<file path="config.mk">
export PLATFORM = sky130hd
export DESIGN_NAME = selecting_machine_n
export DESIGN_NICKNAME = d
export VERILOG_FILES = /design/src/rtl/sel_pkg.sv /design/src/rtl/sel_debounce.sv /design/src/rtl/selecting_machine_n.sv
export SDC_FILE = /design/constraint.sdc
export NUM_CORES = 1
export LEC_CHECK = 0
export CAP_MARGIN = 0
export CORE_ASPECT_RATIO = 1.4
export CORE_MARGIN = 5
export CORE_UTILIZATION = 50
export DETAILED_ROUTE_END_ITERATION = 16
export GPL_TIMING_DRIVEN = 0
export PLACE_DENSITY_LB_ADDON = 0.25
export SYNTH_ARGS = -nofsm -noshare
export SYNTH_HDL_FRONTEND = slang
export SYNTH_SLANG_ARGS = --single-unit
</file>
<file path="constraint.sdc">
create_clock -name clk -period 8.4 [get_ports clk]
set_input_delay 1.68 -clock clk [delete_from_list [all_inputs] [get_ports clk]]
set_output_delay 1.68 -clock clk [all_outputs]
set_load 0.01 [all_outputs]
</file>
<file path="src/rtl/sel_pkg.sv">
// Shared mode encoding and bit-vector helpers for the selecting machine.
// Helpers operate on a 16-bit view; callers zero-extend narrower vectors.
package sel_pkg;

  typedef enum logic [1:0] {
    MODE_TOGGLE = 2'b00,
    MODE_EXCL   = 2'b01,
    MODE_LIMIT  = 2'b10,
    MODE_HOLD   = 2'b11
  } sel_mode_e;

  localparam int SEL_MAX_CH = 16;

  function automatic logic [4:0] sel_popcount(input logic [15:0] v);
    logic [4:0] c;
    c = '0;
    for (int i = 0; i < SEL_MAX_CH; i++) c = c + {4'b0000, v[i]};
    return c;
  endfunction

  // Index of the lowest set bit; 0 when nothing is set.
  function automatic logic [3:0] sel_lowest_idx(input logic [15:0] v);
    logic [3:0] idx;
    idx = '0;
    for (int i = SEL_MAX_CH - 1; i >= 0; i--) begin
      if (v[i]) idx = 4'(i);
    end
    return idx;
  endfunction

endpackage

</file>
<file path="src/rtl/sel_debounce.sv">
// One button channel: 2-FF synchroniser, stability counter and press pulse.
// LONG_PRESS_CLR_EN adds a saturating hold counter that pulses long_hit once per hold.
module sel_debounce import sel_pkg::*; #(
  parameter int DB_CYCLES = 20000,
  parameter int LP_CYCLES = 2000000
) (
  input  logic clk,
  input  logic rst_n,
  input  logic btn_n,
  output logic press,
  output logic long_hit
);

  localparam int DB_W = $clog2(DB_CYCLES);
  localparam logic [DB_W-1:0] DB_LAST = DB_W'(DB_CYCLES - 1);

  logic            sync1_q, sync2_q;
  logic            stable_q, stable_d;
  logic [DB_W-1:0] cnt_q, cnt_d;

  always_comb begin
    stable_d = stable_q;
    cnt_d    = '0;
    if (sync2_q != stable_q) begin
      if (cnt_q == DB_LAST) stable_d = sync2_q;
      else                  cnt_d    = cnt_q + DB_W'(1);
    end
  end

  always_ff @(posedge clk) begin
    if (!rst_n) begin
      sync1_q  <= 1'b1;
      sync2_q  <= 1'b1;
      stable_q <= 1'b1;
      cnt_q    <= '0;
    end else begin
      sync1_q  <= btn_n;
      sync2_q  <= sync1_q;
      stable_q <= stable_d;
      cnt_q    <= cnt_d;
    end
  end

  // Only the accepted 1->0 edge is a press; release is silent.
  assign press = stable_q & ~stable_d;

`ifdef LONG_PRESS_CLR_EN
  localparam int LP_W = $clog2(LP_CYCLES + 1);
  localparam logic [LP_W-1:0] LP_MAX = LP_W'(LP_CYCLES);

  logic [LP_W-1:0] hold_q, hold_d;

  always_comb begin
    hold_d = '0;
    if (!stable_q) hold_d = (hold_q == LP_MAX) ? hold_q : hold_q + LP_W'(1);
  end

  always_ff @(posedge clk) begin
    if (!rst_n) hold_q <= '0;
    else        hold_q <= hold_d;
  end

  assign long_hit = !stable_q && (hold_q == LP_MAX - LP_W'(1));
`else
  // Long press disabled: a held button behaves exactly like a short press.
  assign long_hit = (LP_CYCLES < 0);
`endif

endmodule

</file>
<file path="src/rtl/selecting_machine_n.sv">
// N-channel debounced button selector with toggle / exclusive / limited / hold modes.
// Optional LONG_PRESS_CLR_EN: holding any button past LP_CYCLES clears the selection.
module selecting_machine_n import sel_pkg::*; #(
  parameter int             N         = 8,
  parameter int             DB_CYCLES = 20000,
  parameter int             MAX_SEL   = 3,
  parameter logic [N-1:0]   RESET_SEL = {N{1'b1}},
  parameter int             LP_CYCLES = 2000000
) (
  input  logic                     clk,
  input  logic                     rst_n,
  input  logic [N-1:0]             btn_n,
  input  logic [1:0]               mode,
  input  logic                     lock,
  output logic [N-1:0]             sel,
  output logic [$clog2(N+1)-1:0]   sel_cnt,
  output logic                     sel_chg,
  output logic                     reject
);

  localparam int CW = $clog2(N + 1);
  localparam logic [15:0]   RESET16   = 16'(RESET_SEL);
  localparam logic [CW-1:0] RESET_CNT = CW'(sel_popcount(RESET16));
  localparam logic [CW-1:0] MAX_C     = CW'(MAX_SEL);

  logic [N-1:0] press, long_hit;

  for (genvar i = 0; i < N; i++) begin : g_ch
    sel_debounce #(
      .DB_CYCLES(DB_CYCLES),
      .LP_CYCLES(LP_CYCLES)
    ) u_db (
      .clk      (clk),
      .rst_n    (rst_n),
      .btn_n    (btn_n[i]),
      .press    (press[i]),
      .long_hit (long_hit[i])
    );
  end

  logic [N-1:0]  sel_q, sel_d;
  logic [CW-1:0] cnt_q, cnt_d;
  logic          chg_q, chg_d;
  logic          reject_q, reject_d;

  logic [N-1:0]  press_v, first;
  logic [15:0]   p16, s16;
  logic [3:0]    first_idx;
  logic          extra;

  always_comb begin
    press_v   = lock ? '0 : press;
    p16       = '0;
    p16[N-1:0] = press_v;
    first_idx = sel_lowest_idx(p16);
    first     = N'(1) << first_idx;
    extra     = |(press_v & ~first);
    sel_d     = sel_q;
    reject_d  = 1'b0;

    case (sel_mode_e'(mode))
      MODE_TOGGLE: sel_d = sel_q ^ press_v;
      MODE_EXCL: begin
        if (|press_v) begin
          sel_d    = first;
          reject_d = extra;
        end
      end
      MODE_LIMIT: begin
        // Deselect is always allowed, so an over-full set can still shrink.
        if (|press_v) begin
          reject_d = extra;
          if (|(sel_q & first))  sel_d    = sel_q & ~first;
          else if (cnt_q < MAX_C) sel_d   = sel_q | first;
          else                   reject_d = 1'b1;
        end
      end
      default: reject_d = |press_v;
    endcase

    if (!lock && |long_hit) sel_d = '0;

    s16        = '0;
    s16[N-1:0] = sel_d;
    cnt_d      = CW'(sel_popcount(s16));
    chg_d      = (sel_d != sel_q);
  end

  always_ff @(posedge clk) begin
    if (!rst_n) begin
      sel_q    <= RESET_SEL;
      cnt_q    <= RESET_CNT;
      chg_q    <= 1'b0;
      reject_q <= 1'b0;
    end else begin
      sel_q    <= sel_d;
      cnt_q    <= cnt_d;
      chg_q    <= chg_d;
      reject_q <= reject_d;
    end
  end

  assign sel     = sel_q;
  assign sel_cnt = cnt_q;
  assign sel_chg = chg_q;
  assign reject  = reject_q;

endmodule

</file>
Yosys cells after proc, flatten, opt, wreduce, memory -nomap -nowiden
Index checks and enable logic that the tools add are counted.
{"block": "word_totals", "regBits": 158, "latchBits": 0, "ramBits": 0, "rom_bits": 0, "inputBits": 13, "output_inout_bits": 14, "wordCells": 150, "mem_count": 0}
{"block": "op_classes", "addsub": 15, "mul": 0, "div_mod_pow": 0, "magnitude_cmp": 1, "eq_ne": 19, "n_shift": 1, "muxes": 35, "bitwise_logic": 31, "n_reduce_logical": 12}
{"operator": "adder 15 x 1 -> 15 bit (second input constant)", "count": 8}
{"operator": "== test 15 bit (second input constant)", "count": 8}
{"operator": "two-way mux 8 bit", "count": 5}
{"operator": "two-way mux 4 bit", "count": 7}
{"operator": "AND 8 bit", "count": 3}
{"operator": "one-hot mux 8 bit (3 select lines)", "count": 1}
{"operator": "OR reduction 3 bit", "count": 8}
{"operator": "OR reduction 8 bit", "count": 3}
{"operator": "two-way mux 1 bit", "count": 20}
{"operator": "inverter 1 bit", "count": 17}
{"operator": "adder 4 x 1 -> 4 bit", "count": 4}
{"operator": "AND 1 bit", "count": 8}
{"operator": "inequality test 1 bit", "count": 8}
{"operator": "inequality test 8 bit", "count": 1}
{"operator": "inverter 8 bit", "count": 1}
{"operator": "OR 8 bit", "count": 1}
{"operator": "<< shifter 1 x 4 -> 8 bit (first input constant)", "count": 1}
{"operator": "XOR 8 bit", "count": 1}
{"operator": "adder 3 x 1 -> 4 bit", "count": 1}
{"operator": "< comparator 4 x 2 -> 1 bit (second input constant)", "count": 1}
{"operator": "adder 2 x 1 -> 3 bit", "count": 1}
{"operator": "two-way mux 3 bit", "count": 1}
{"operator": "one-hot mux 1 bit (3 select lines)", "count": 1}
{"operator": "adder 1 x 1 -> 2 bit", "count": 1}
{"operator": "other kinds (3)", "count": 3}

Depth between registers and ports, before layout
{"block": "depth", "ltp_word": 27, "depth_mapped": 19, "ltp_nobuf": 19}

Hierarchy
A second synthesis with hierarchy kept.
{"block": "unflattened", "hier_cells": 973, "hier_area_um2": 8386.8}
{"mod": "sel_debounce", "n_inst": 8, "cells_each": 91, "area_per_inst_um2": 827.0, "seq_area_each_um2": 360.3}
{"mod": "selecting_machine_n", "n_inst": 1, "cells_each": 245, "area_per_inst_um2": 1770.4, "seq_area_each_um2": 280.3}

Worst setup path before layout
OpenSTA, ideal clock, no wires.
{"block": "synth_timing", "path_type": "in2reg", "startpoint": "input lock", "endpoint": "register cnt_q[2], in the netlist sel_cnt[2]", "setup_ns": 0.115, "arrival_time_ns": 5.557, "required_time_ns": 8.285, "path_slack_ns": 2.728, "cell_stages": 18, "path_buffers": 1, "cell_sequence": "clkbuf_8 > nor2_1 > nand2_1 > o32ai_2 > or3_2 > o21a_4 > o21ai_0 > a22oi_1 > fa_1 > inv_1 > fa_1 > inv_1 > fa_1 > inv_1 > ha_1 > fa_1 > xnor2_1 > nor2_1"}
{"block": "synth_via", "elab_chain_cells": 22, "word_cells_on_any_way": 29, "classes_between": "add/sub (7); shift (1); mux (14); bitwise (5); reduce/logical (2)"}
{"item": "start: declaration", "line": "selecting_machine_n.sv:14", "text": "input logic lock,"}
{"item": "two-way mux 8 bit *", "line": "selecting_machine_n.sv:52", "text": "press_v = lock ? '0 : press;"}
{"item": "two-way mux 3 bit", "line": "sel_pkg.sv:26", "text": "if (v[i]) idx = 4'(i);"}
{"item": "two-way mux 4 bit (7 in series)", "line": "sel_pkg.sv:26"}
{"item": "<< shifter 1 x 4 -> 8 bit", "line": "selecting_machine_n.sv:56", "text": "first = N'(1) << first_idx;"}
{"item": "AND 8 bit, or another cell as far along", "line": "selecting_machine_n.sv:73", "text": "if (|(sel_q & first)) sel_d = sel_q & ~first;"}
{"item": "OR reduction 8 bit, or another cell as far along", "line": "selecting_machine_n.sv:73"}
{"item": "two-way mux 8 bit", "line": "selecting_machine_n.sv:73"}
{"item": "two-way mux 8 bit", "line": "selecting_machine_n.sv:71", "text": "if (|press_v) begin"}
{"item": "one-hot mux 8 bit (3 select lines) *", "line": "selecting_machine_n.sv:61", "text": "case (sel_mode_e'(mode))"}
{"item": "adder 1 x 1 -> 2 bit", "line": "sel_pkg.sv:17", "text": "for (int i = 0; i < SEL_MAX_CH; i++) c = c + {4'b0000, v[i]};"}
{"item": "adder 2 x 1 -> 3 bit", "line": "sel_pkg.sv:17"}
{"item": "adder 3 x 1 -> 4 bit", "line": "sel_pkg.sv:17"}
{"item": "adder 4 x 1 -> 4 bit (3 in series)", "line": "sel_pkg.sv:17"}
{"item": "adder 4 x 1 -> 4 bit *", "line": "sel_pkg.sv:17"}
{"item": "end signal: assignment", "line": "selecting_machine_n.sv:97", "text": "cnt_q <= cnt_d;"}
{"item": "end: declaration", "line": "selecting_machine_n.sv:42", "text": "logic [CW-1:0] cnt_q, cnt_d;"}
Every way passes the cells marked *; elsewhere a longest branch is shown, timed or not.
A chain may end at the register's enable or synchronous reset.

Worst setup path in the final report
Ends and elaborated chain as after synthesis.

==> flow_summary.yaml <==
outcome:
  status: "completed"
yosys:
  synth_top_flop_cell: "dfxtp_1"
  synth_edf_count: 0
  synth.distinct_cells: 71
  async_reset_ff_share_pct: 0
  synth_area_leader_cell: "dfxtp_1"
  synthCells: 880
  syn-num-nets: 912
  ys_seq_area_share_pct: 41.79
  ys_top_cells_by_area: "dfxtp_1 (42%), xor2_1 (10%), nor2_1 (8.1%)"
  synth.avg_cell_area_um2: 8.601
  syn_area_um2: 7569
  netlist.area_leader.share_pct: 41.79
  yosys_register_bits: 158
  ys_warn_count: 0
detailed_routing:
  wl_per_cell_um: 13.96
  drtPass1Iterations: 5
  routed_wl_um: 15760
  dr.first_iter.drc_count: 300
  vias_per_cell: 5.371
  num_vias: 6064
  drc: 0
  ant_nets: 0
cells_and_area:
  area_growth_pct: 13.97
  nNetsFinal: 956
  antennaDiodeCount: 0
  drive_gt1_share_pct: 6.830
  fin_util_pct: 57.81
setup_path:
  cp.arrival_ps: 6460
  worst-setup-path-type: "in2reg"
  startpoint_type: "primary input"
  endpoint_kind: "flop"
  cp_max_fo: 10
  cp_data_required_time_ps: 8720
timing:
  clock-skew-final_ps: 8.666
  period_minus_slack_ps: 6148
  slew_headroom_pct: 32.97
  hold_viol: 0
  finalMaxSlewViolations: 0
  finalCritPeriodShare_pct: 73.19
  tightestPinTransition_ps: 997.8
  rsz0062_at_grt: "no"
  fmax_mhz: 162.7
  setup_viol: 0
  tns_ps: 0
grt:
  antenna_found_initial: 0
  grt_max_degree: 17
  grt.overflow.total: 0
  grt_pass1_wl_um: 27370
  globalRouteTotalUtil_pct: 18.89
  grt_pass1_vias: 5886
clock_network:
  cts_tree: "built"
  path_clk_slew_ps: 60
  clk_latency_ps: 430
  cts-root-buf: "clkbuf_16"
  clockBufferDepth: 2
  post_cts_buffers: 0
  postCtsHoldBufs: 0
  clock-sinks: 158
  cts_buffers: 17
  post_cts_resized: 0
  htreeDepth: 4
floorplanning:
  chipWidth_um: 114.0
  rows: 53
  die_height_um: 155.6
  initial_core_util_pct: 50.73
  dieArea_um2: 17730
  core_um2: 14920
  io_pins: 27
placement:
  post-dp-hpwl_um: 11570
  place.gp.congestion: 0.9412
  portBuffers: 25
worst_hold_path:
  hold_path.class: "reg2reg"
pwr:
  switchingPower_uw: 424.4
  p_comb_share_pct: 9.4
  p_leak_nw: 3.025
  power_density_nw_per_um2: 192.4
  p_int_mw: 1.235
  total_power_mw: 1.660
  ir_drop_mv: 0.1149
  p_seq_share_pct: 46.9
  clockPowerShare_pct: 43.7
  switching_share_pct: 25.57
job:
  maxCapViolCount: 0
## sequential cells by signal, indices dropped and copies added (netlist names)
name	flops
g_ch.u_db.cnt_q	120
g_ch.u_db.stable_q	8
g_ch.u_db.sync1_q	8
g_ch.u_db.sync2_q	8
reject	1
sel	8
sel_chg	1
sel_cnt	4
## worst max-delay path: stages
cell	delay (ps)
clkdlybuf4s50_1	500
clkbuf_8	180
nor2_1	40
nand2_1	110
o32ai_2	180
or3_2	610
o21a_4	260
o21ai_0	140
a22oi_1	190
fa_1	550
inv_1	50
fa_1	510
inv_1	60
fa_1	500
inv_1	40
ha_1	220
fa_1	400
xnor2_1	170
nor2_1	50
## layout by cell type, fill, tap and decap left out, types with 3 or more instances in the layout
master	n
and4_1	8
or2_2	5
inv_8	3
nor4b_1	10
nor4_1	4
clkbuf_1	17
xor2_1	86
nand2_1	69
ha_1	15
o21ai_1	3
clkbuf_8	3
o22ai_1	5
dfxtp_1	158
clkinv_4	3
o211ai_1	3
a221oi_1	3
or2_1	3
fa_1	4
nor2_1	164
or3_1	9
inv_1	30
xnor2_1	24
nand2b_1	16
nand3_1	56
a21oi_1	21
mux2i_1	11
inv_6	3
and3_1	16
o21ai_0	26
nand4_1	33
clkbuf_16	17
clkdlybuf4s50_1	25
nor3_1	11
and2_1	15
## worst paths after layout
path / slack [ps] / startpoint / depth (start not counted) / endpoint
hold / removal: 410 / g_ch[5].u_db.sync1_q$_SDFF_PN1_ / 1 / g_ch[5].u_db.sync2_q$_SDFF_PN1_
setup / recovery: 2250 / lock / 19 / sel_cnt[2]$_SDFF_PN0_
setup reg to reg: 2950 / g_ch[3].u_db.cnt_q[0]$_SDFF_PP0_ / 17 / sel_cnt[1]$_SDFF_PN0_
hold reg to reg: 410 / g_ch[5].u_db.sync1_q$_SDFF_PN1_ / 1 / g_ch[5].u_db.sync2_q$_SDFF_PN1_
## metal layers
metal / up-vias / share of wire (%) / GRT usage [%]
met5: - / 0 / 0
met4: 0 / 2.7 / 8.715
met3: 30 / 3.4 / 3.415
met2: 99 / 50 / 32.58
met1: 2831 / 44 / 22.70
li1: 3104 / - / -
## metrics by stage
step                instances  hold slack, ps  setup slack, ps  cell area [µm²]
floorplan                 880           386.3             2728             7569
global placement         1097           391.8             1869             8059
detailed placement       1097           391.7             1829             8059
CTS                      1129           406.1             2255             8626
global route             1129           413.1             1980             8626
finish                   1129           406.4             2252             8626
## cell usage after synthesis (all sizes together), types with 2 or more instances
cell and n:
a211o 2, a211oi 2, a21oi 22, a221oi 3
a22oi 2, a31oi 2, a32o 2, a32oi 2
and2 15, and3 17, and4 9, buf 4
clkbuf 19, dfxtp 158, fa 4, ha 15
inv 30, mux2i 11, nand2 69, nand2b 16
nand3 57, nand4 33, nor2 166, nor3 12
nor3b 2, nor4 5, nor4b 10, o2111ai 2
o211ai 3, o21a 2, o21ai 31, o22ai 6
o311ai 2, o32ai 2, or2 8, or3 10
xnor2 24, xor2 86
## final cells by class
type	count	area [µm²]
Inverter	30	112.6
Fill cell	1400	6295
Clock buffer	18	439.2
Multi-Input combinational cell	668	4140
Sequential cell	158	3163
Tap cell	192	240.2
Clock inverter	14	127.6
Timing Repair Buffer	25	250.2
Buffer	24	152.6
## power groups by stage
stage / sequential, mW / combinational, mW / clock [mW]
floorplan: 0.797 / 0.0946 / 0
global placement: 0.795 / 0.152 / 0
detailed placement: 0.795 / 0.157 / 0
CTS: 0.778 / 0.159 / 0.745
global route: 0.781 / 0.177 / 0.776
finish: 0.778 / 0.157 / 0.725
## kinds of logic (layout without fill, tap and decap cells)
group           after synthesis  after routing  synth area share (%)
fa+ha+maj                    19             19                 3.538
buf+inv                      54            111                 3.505
compound gates               91             91                 8.233
simple gates                436            436                 28.55
flops                       158            158                 41.79
xor+xnor                    110            110                 12.73
mux                          12             12                 1.653
No activity file was read; power rests on OpenSTA's default activity.
